==> config.mk <==
export PLATFORM = sky130hd
export DESIGN_NAME = fmul_arbiter_flat
export DESIGN_NICKNAME = d
export VERILOG_FILES = /design/src/rtl/fmul_arbiter_if.sv /design/src/rtl/fmul_arbiter.sv /design/src/flat_wrapper.sv
export SDC_FILE = /design/constraint.sdc
export NUM_CORES = 2
export LEC_CHECK = 0
export BUFFER_PORTS_ARGS = -buffer_cell sky130_fd_sc_hd__buf_2
export CORE_MARGIN = 4
export CORE_UTILIZATION = 55
export DETAILED_ROUTE_END_ITERATION = 6
export PLACE_DENSITY = 0.74
export SLEW_MARGIN = 20
export SYNTH_ARGS = -nofsm -noshare
export SYNTH_HDL_FRONTEND = slang
export SYNTH_SLANG_ARGS = --single-unit
==> constraint.sdc <==
create_clock -name clk -period 13 [get_ports clk]
set_clock_uncertainty 0.15 [all_clocks]
set_input_delay 1.3 -clock clk [delete_from_list [all_inputs] [get_ports clk]]
set_output_delay 1.3 -clock clk [all_outputs]
set_load 0.01 [all_outputs]
==> src/rtl/fmul_arbiter_if.sv <==
// Requester/response bundle shared between the requesters, the consumer and fmul_arbiter.
// Requesters and the consumer use the master side; the arbiter uses the slave side.
interface fmul_arbiter_if #(
    parameter int NUM_REQ = 4,
    parameter int ID_W    = 2
);
    logic [NUM_REQ-1:0]    req_valid;
    logic [NUM_REQ*32-1:0] req_a;
    logic [NUM_REQ*32-1:0] req_b;
    logic [NUM_REQ-1:0]    req_ready;
    logic                  resp_valid;
    logic [31:0]           resp_data;
    logic [ID_W-1:0]       resp_id;
    logic                  resp_ready;
    logic                  busy;

    modport master (
        output req_valid, req_a, req_b, resp_ready,
        input  req_ready, resp_valid, resp_data, resp_id, busy
    );

    modport slave (
        input  req_valid, req_a, req_b, resp_ready,
        output req_ready, resp_valid, resp_data, resp_id, busy
    );
endinterface

==> src/rtl/fmul_arbiter.sv <==
// Round-robin arbiter feeding a shared single-precision multiplier through a
// two-stage pipeline (operand register S1, response register S2).

// Combinational IEEE-754 single multiply. Denormals flush to zero, the mantissa
// truncates, and overflow/underflow saturate to signed infinity/zero.
module FMul (
    input  logic [31:0] a,
    input  logic [31:0] b,
    output logic [31:0] p
);
    logic        sign;
    logic        a_zero, b_zero, a_inf, b_inf, a_nan, b_nan;
    logic [24:0] prod_hi;
    logic [9:0]  esum;
    logic [22:0] frac;

    always_comb begin
        sign    = a[31] ^ b[31];
        a_zero  = (a[30:23] == 8'h00);
        b_zero  = (b[30:23] == 8'h00);
        a_inf   = (a[30:23] == 8'hFF) && (a[22:0] == 23'd0);
        b_inf   = (b[30:23] == 8'hFF) && (b[22:0] == 23'd0);
        a_nan   = (a[30:23] == 8'hFF) && (a[22:0] != 23'd0);
        b_nan   = (b[30:23] == 8'hFF) && (b[22:0] != 23'd0);
        prod_hi = 25'(({24'd0, 1'b1, a[22:0]} * {24'd0, 1'b1, b[22:0]}) >> 23);
        esum    = {2'b00, a[30:23]} + {2'b00, b[30:23]} + {9'd0, prod_hi[24]};
        frac    = prod_hi[24] ? prod_hi[23:1] : prod_hi[22:0];
        p       = {sign, 8'(esum - 10'd127), frac};

        if (a_nan || b_nan || (a_inf && b_zero) || (b_inf && a_zero)) begin
            p = 32'h7F800001;
        end else if (a_inf || b_inf || esum >= 10'd382) begin
            p = {sign, 8'hFF, 23'd0};
        end else if (a_zero || b_zero || esum <= 10'd127) begin
            p = {sign, 31'd0};
        end
    end
endmodule

module fmul_arbiter #(
    parameter int NUM_REQ = 4,
    parameter int ID_W    = 2
) (
    input  logic          clk,
    input  logic          rst_n,
    fmul_arbiter_if.slave bus
);
    logic                s1_valid_q, s1_valid_d;
    logic [ID_W-1:0]     s1_id_q, s1_id_d;
    logic [31:0]         s1_a_q, s1_a_d;
    logic [31:0]         s1_b_q, s1_b_d;
    logic                resp_valid_q, resp_valid_d;
    logic [ID_W-1:0]     resp_id_q, resp_id_d;
    logic [31:0]         resp_data_q, resp_data_d;
    logic [ID_W-1:0]     rr_ptr_q, rr_ptr_d;

    logic                out_stall, s1_adv, accept_ok, found, handshake;
    int                  scan_idx, grant_idx;
    logic [NUM_REQ-1:0]  req_ready;
    logic [31:0]         fmul_p;

    FMul u_fmul (
        .a (s1_a_q),
        .b (s1_b_q),
        .p (fmul_p)
    );

    // Grant search starts at rr_ptr and wraps; rst_n gating keeps req_ready low during reset.
    always_comb begin
        out_stall = resp_valid_q & ~bus.resp_ready;
        s1_adv    = s1_valid_q & ~out_stall;
        accept_ok = rst_n & (~s1_valid_q | ~out_stall);
        found     = 1'b0;
        grant_idx = 0;
        scan_idx  = 0;
        for (int k = 0; k < NUM_REQ; k++) begin
            scan_idx = int'(rr_ptr_q) + k;
            if (scan_idx >= NUM_REQ) begin
                scan_idx = scan_idx - NUM_REQ;
            end
            if (!found && bus.req_valid[scan_idx]) begin
                found     = 1'b1;
                grant_idx = scan_idx;
            end
        end
        handshake = found & accept_ok;
        req_ready = '0;
        if (handshake) begin
            req_ready[grant_idx] = 1'b1;
        end
    end

    always_comb begin
        s1_valid_d   = s1_valid_q;
        s1_id_d      = s1_id_q;
        s1_a_d       = s1_a_q;
        s1_b_d       = s1_b_q;
        resp_valid_d = resp_valid_q;
        resp_id_d    = resp_id_q;
        resp_data_d  = resp_data_q;
        rr_ptr_d     = rr_ptr_q;

        if (handshake) begin
            s1_valid_d = 1'b1;
            s1_id_d    = ID_W'(grant_idx);
            s1_a_d     = bus.req_a[32*grant_idx +: 32];
            s1_b_d     = bus.req_b[32*grant_idx +: 32];
            rr_ptr_d   = (grant_idx == NUM_REQ - 1) ? '0 : ID_W'(grant_idx + 1);
        end else if (s1_adv) begin
            s1_valid_d = 1'b0;
        end

        if (s1_adv) begin
            resp_valid_d = 1'b1;
            resp_id_d    = s1_id_q;
            resp_data_d  = fmul_p;
        end else if (resp_valid_q && bus.resp_ready) begin
            resp_valid_d = 1'b0;
        end
    end

    always_ff @(posedge clk or negedge rst_n) begin
        if (!rst_n) begin
            s1_valid_q   <= 1'b0;
            s1_id_q      <= '0;
            s1_a_q       <= '0;
            s1_b_q       <= '0;
            resp_valid_q <= 1'b0;
            resp_id_q    <= '0;
            resp_data_q  <= '0;
            rr_ptr_q     <= '0;
        end else begin
            s1_valid_q   <= s1_valid_d;
            s1_id_q      <= s1_id_d;
            s1_a_q       <= s1_a_d;
            s1_b_q       <= s1_b_d;
            resp_valid_q <= resp_valid_d;
            resp_id_q    <= resp_id_d;
            resp_data_q  <= resp_data_d;
            rr_ptr_q     <= rr_ptr_d;
        end
    end

    assign bus.req_ready  = req_ready;
    assign bus.resp_valid = resp_valid_q;
    assign bus.resp_id    = resp_id_q;
    assign bus.resp_data  = resp_data_q;
    assign bus.busy       = s1_valid_q | resp_valid_q;
endmodule

==> src/flat_wrapper.sv <==
// flat-port wrapper written by rule: the top's interface ports become plain ports
module fmul_arbiter_flat 
#(
    parameter int NUM_REQ = 4,
    parameter int ID_W    = 2
)
  (clk, rst_n, bus_req_valid, bus_req_a, bus_req_b, bus_resp_ready, bus_req_ready, bus_resp_valid, bus_resp_data, bus_resp_id, bus_busy);
  fmul_arbiter_if #(.NUM_REQ(NUM_REQ), .ID_W(ID_W)) bus_i ();
  input  logic clk;
  input  logic rst_n;
  input wire logic [$bits(bus_i.req_valid)-1:0] bus_req_valid;
  input wire logic [$bits(bus_i.req_a)-1:0] bus_req_a;
  input wire logic [$bits(bus_i.req_b)-1:0] bus_req_b;
  input wire logic [$bits(bus_i.resp_ready)-1:0] bus_resp_ready;
  output wire logic [$bits(bus_i.req_ready)-1:0] bus_req_ready;
  output wire logic [$bits(bus_i.resp_valid)-1:0] bus_resp_valid;
  output wire logic [$bits(bus_i.resp_data)-1:0] bus_resp_data;
  output wire logic [$bits(bus_i.resp_id)-1:0] bus_resp_id;
  output wire logic [$bits(bus_i.busy)-1:0] bus_busy;
  assign bus_i.req_valid = bus_req_valid;
  assign bus_i.req_a = bus_req_a;
  assign bus_i.req_b = bus_req_b;
  assign bus_i.resp_ready = bus_resp_ready;
  assign bus_req_ready = bus_i.req_ready;
  assign bus_resp_valid = bus_i.resp_valid;
  assign bus_resp_data = bus_i.resp_data;
  assign bus_resp_id = bus_i.resp_id;
  assign bus_busy = bus_i.busy;
  fmul_arbiter #(.NUM_REQ(NUM_REQ), .ID_W(ID_W)) u_core (.clk(clk), .rst_n(rst_n), .bus(bus_i));
endmodule
==> results_dict.tcl <==
set metrics [dict create \
    ctsResizeCount 0 \
    met2_length_um 38000 \
    grt_max_degree 73 \
    slowest_stage "dfrtp_1" \
    grt_use_total 0.347 \
    cts.root.buffer_cell "clkbuf_16" \
    post_drt_wl_per_cell_um 23.7 \
    ys_warn_count 0 \
    syn_inst 2624 \
    drv_cap 0 \
    hold_violations 0 \
    clk-insertion-delay-late_ns 0.38 \
    synth_top_area_frac 0.391 \
    nNetsFinal 3777 \
    syn-num-nets 3557 \
    ys_types 66 \
    port_buffers 302 \
    cts_tree "done" \
    async_flop_share 1.00 \
    syn_area_per_cell_um2 9.42 \
    top_layer "met5" \
    drtAntennaViolNets 0 \
    period_share 0.893 \
    cts_setup_buffers 0 \
    hold_ws_ns 0.326 \
    fmax_ghz 0.0861 \
    ys_seq_elements 104 \
    rsz0062_at_grt "no" \
    core_um2 44300 \
    totalNegativeSetupSlack_ns 0 \
    avgViaCountPerCell 5.89 \
    die_x_um 220 \
    routed-wl-met3_um 8560 \
    clockBufferDepth 2 \
    syn_to_final_growth_pct 9.88 \
    setup_viol 0 \
    drc 0 \
    status "completed" \
    cts_buffers 9 \
    grt_pass1_vias 21700 \
    dieArea_um2 48400 \
    hold_path.class "flip-flop to flip-flop" \
    gr-total-overflow 0 \
    crit_top_cell "fa_1" \
    drt_iter0_drc 1843 \
    clock_sinks 104 \
    cts.reportedPaths.clkPinSlew_ns 0.08 \
    place_congestion 1.04 \
    path_max_fanout 29 \
    antenna_found_initial 27 \
    cts_hold_repair.buffers 0 \
    worst_ep_required_time_ns 13.12 \
    start_kind "flip-flop" \
    slew_violations 0 \
    synth_top_area_cell "fa_1" \
    synth_area_um2 24700 \
    critPathKind "flip-flop to flip-flop" \
    pin_count 303 \
    critPathMaxStageDelay_ns 0.90 \
    arrival_ns 11.73 \
    drive_gt1_frac 0.159 \
    synth-main-ff-cell "dfrtp_1" \
    die_y_um 220 \
    synth_area_leaders "fa_1 (39%), dfrtp_1 (11%), ha_1 (9.5%)" \
    grt_pass1_wl_um 125000 \
    vias 20400 \
    slew_headroom 0.293 \
    drt_first_pass_iters 6 \
    wirelength_um 82000 \
    dp.final_hpwl_um 65700 \
    wl_met1_um 28900 \
    h-tree-depth 3 \
    synth_edf_count 0 \
    min_period_ns 11.61 \
    rows 77 \
    yosysSeqAreaShare 0.105 \
    initial_core_util 0.558 \
    end_kind "flip-flop" \
    worst_pin_slew_ns 1.06 \
]
-- synthesized netlist by cell type, drive strengths merged, types with 5 or more instances --
library cell  count
inv             585
fa              483
nand2           332
and2            222
ha              187
clkbuf          127
dfrtp           104
nor2             94
a22o             67
mux4             65
a21oi            54
o21ai            33
nor3             27
nand3            18
xnor2            18
a21o             17
buf              17
nand4            16
a221o            14
xor2             14
and3             12
nor4             11
a211oi            8
a31oi             8
nand2b            8
or4               8
o21bai            7
o211ai            6
mux2i             5
or2               5
-- layer usage --
layer	vias to the layer above	GRT usage
li1	8596	-
met1	10200	0.425
met2	1296	0.556
met4	4	0.227
met3	317	0.0769
met5	-	0
-- area by class of cell --
type / instances / area [um2]
clock inverter: 5 / 45.0
multi-input combinational: 1789 / 19400
sequential: 104 / 2600
timing repair buffer: 353 / 1900
fill: 3690 / 17200
antenna: 19 / 47.5
clock buffer: 11 / 253
inverter: 587 / 2200
tap: 592 / 741
-- registers in the layout, summed over array words and instances (netlist names) --
name,cells
u_core.bus.resp_data,32
u_core.s1_a_q,32
u_core.bus.resp_valid,1
u_core.s1_valid_q,1
u_core.rr_ptr_q,2
u_core.bus.resp_id,2
u_core.s1_b_q,32
u_core.s1_id_q,2
-- final timing paths --
| check | cells past startpoint | slack, ns | endpoint | startpoint |
|---|---|---|---|---|
| max | 36 | 1.39 | u_core.bus.resp_data[5] | u_core.s1_b_q[8] |
| min | 2 | 0.33 | u_core.bus.resp_id[1] | u_core.s1_id_q[1] |
| max in group asynchronous | 2 | 10.59 | u_core.s1_b_q[11] | rst_n |
| max reg2reg | 36 | 1.39 | u_core.bus.resp_data[5] | u_core.s1_b_q[8] |
| min reg2reg | 2 | 0.33 | u_core.bus.resp_id[1] | u_core.s1_id_q[1] |
| min in group asynchronous | 1 | 0.79 | u_core.bus.resp_data[17] | rst_n |
-- per-stage QoR --
step	cell area, um2	utilization	worst slack (ns)	std cells
floorplan	24700	-	3.45	2624
global placement	26800	0.605	1.89	3425
detailed placement	26800	0.605	1.57	3425
CTS	27100	0.612	1.52	3441
global route	27100	0.613	0.772	3458
finish	27200	0.613	1.39	3460
-- cell usage in the layout, fill, tap and decap left out, types with 3 or more instances in the layout --
cell type / n
a211o_1: 4
a211oi_1: 8
a21o_1: 17
a21oi_1: 52
a221o_1: 14
a22o_1: 67
a31oi_1: 8
and2_1: 222
and3_1: 12
buf_2: 301
buf_4: 52
clkbuf_16: 9
dfrtp_1: 104
diode_2: 19
fa_1: 483
ha_1: 187
inv_1: 584
mux2_2: 3
mux2i_1: 5
mux4_2: 65
nand2_1: 331
nand2b_1: 7
nand3_1: 18
nand4_1: 16
nor2_1: 94
nor3_1: 26
nor4_1: 11
o211ai_1: 6
o21a_1: 3
o21ai_0: 31
o21bai_1: 7
or2_2: 5
or3_1: 4
or4_1: 7
xnor2_1: 18
xor2_1: 14
-- worst max-delay path, delay by kind of cell, from the launching register on --
| family | cells | cell delay, ns |
|---|---|---|
| DFF | 1 | 0.90 |
| xor gates and xnor gates | 2 | 0.45 |
| buffers and inverters | 9 | 1.33 |
| and+or+nand+nor | 5 | 1.60 |
| AOI/OAI and AO/OA | 10 | 2.29 |
| adders and majority gates | 10 | 4.75 |
-- kinds of logic (layout without fill, tap and decap cells) --
logic type,after synthesis,in the layout,synth area share
and+or+nand+nor,765,765,0.149
xor gates and xnor gates,32,32,0.0113
AOI/OAI and AO/OA,249,249,0.0731
other,0,19,0
adders and majority gates,670,670,0.486
buffers and inverters,731,956,0.112
DFF,104,104,0.105
muxes,73,73,0.0626
Power is left out: the tool's default activity adds up to more than one toggle a clock period on the data nets, which glitch-free logic cannot reach.
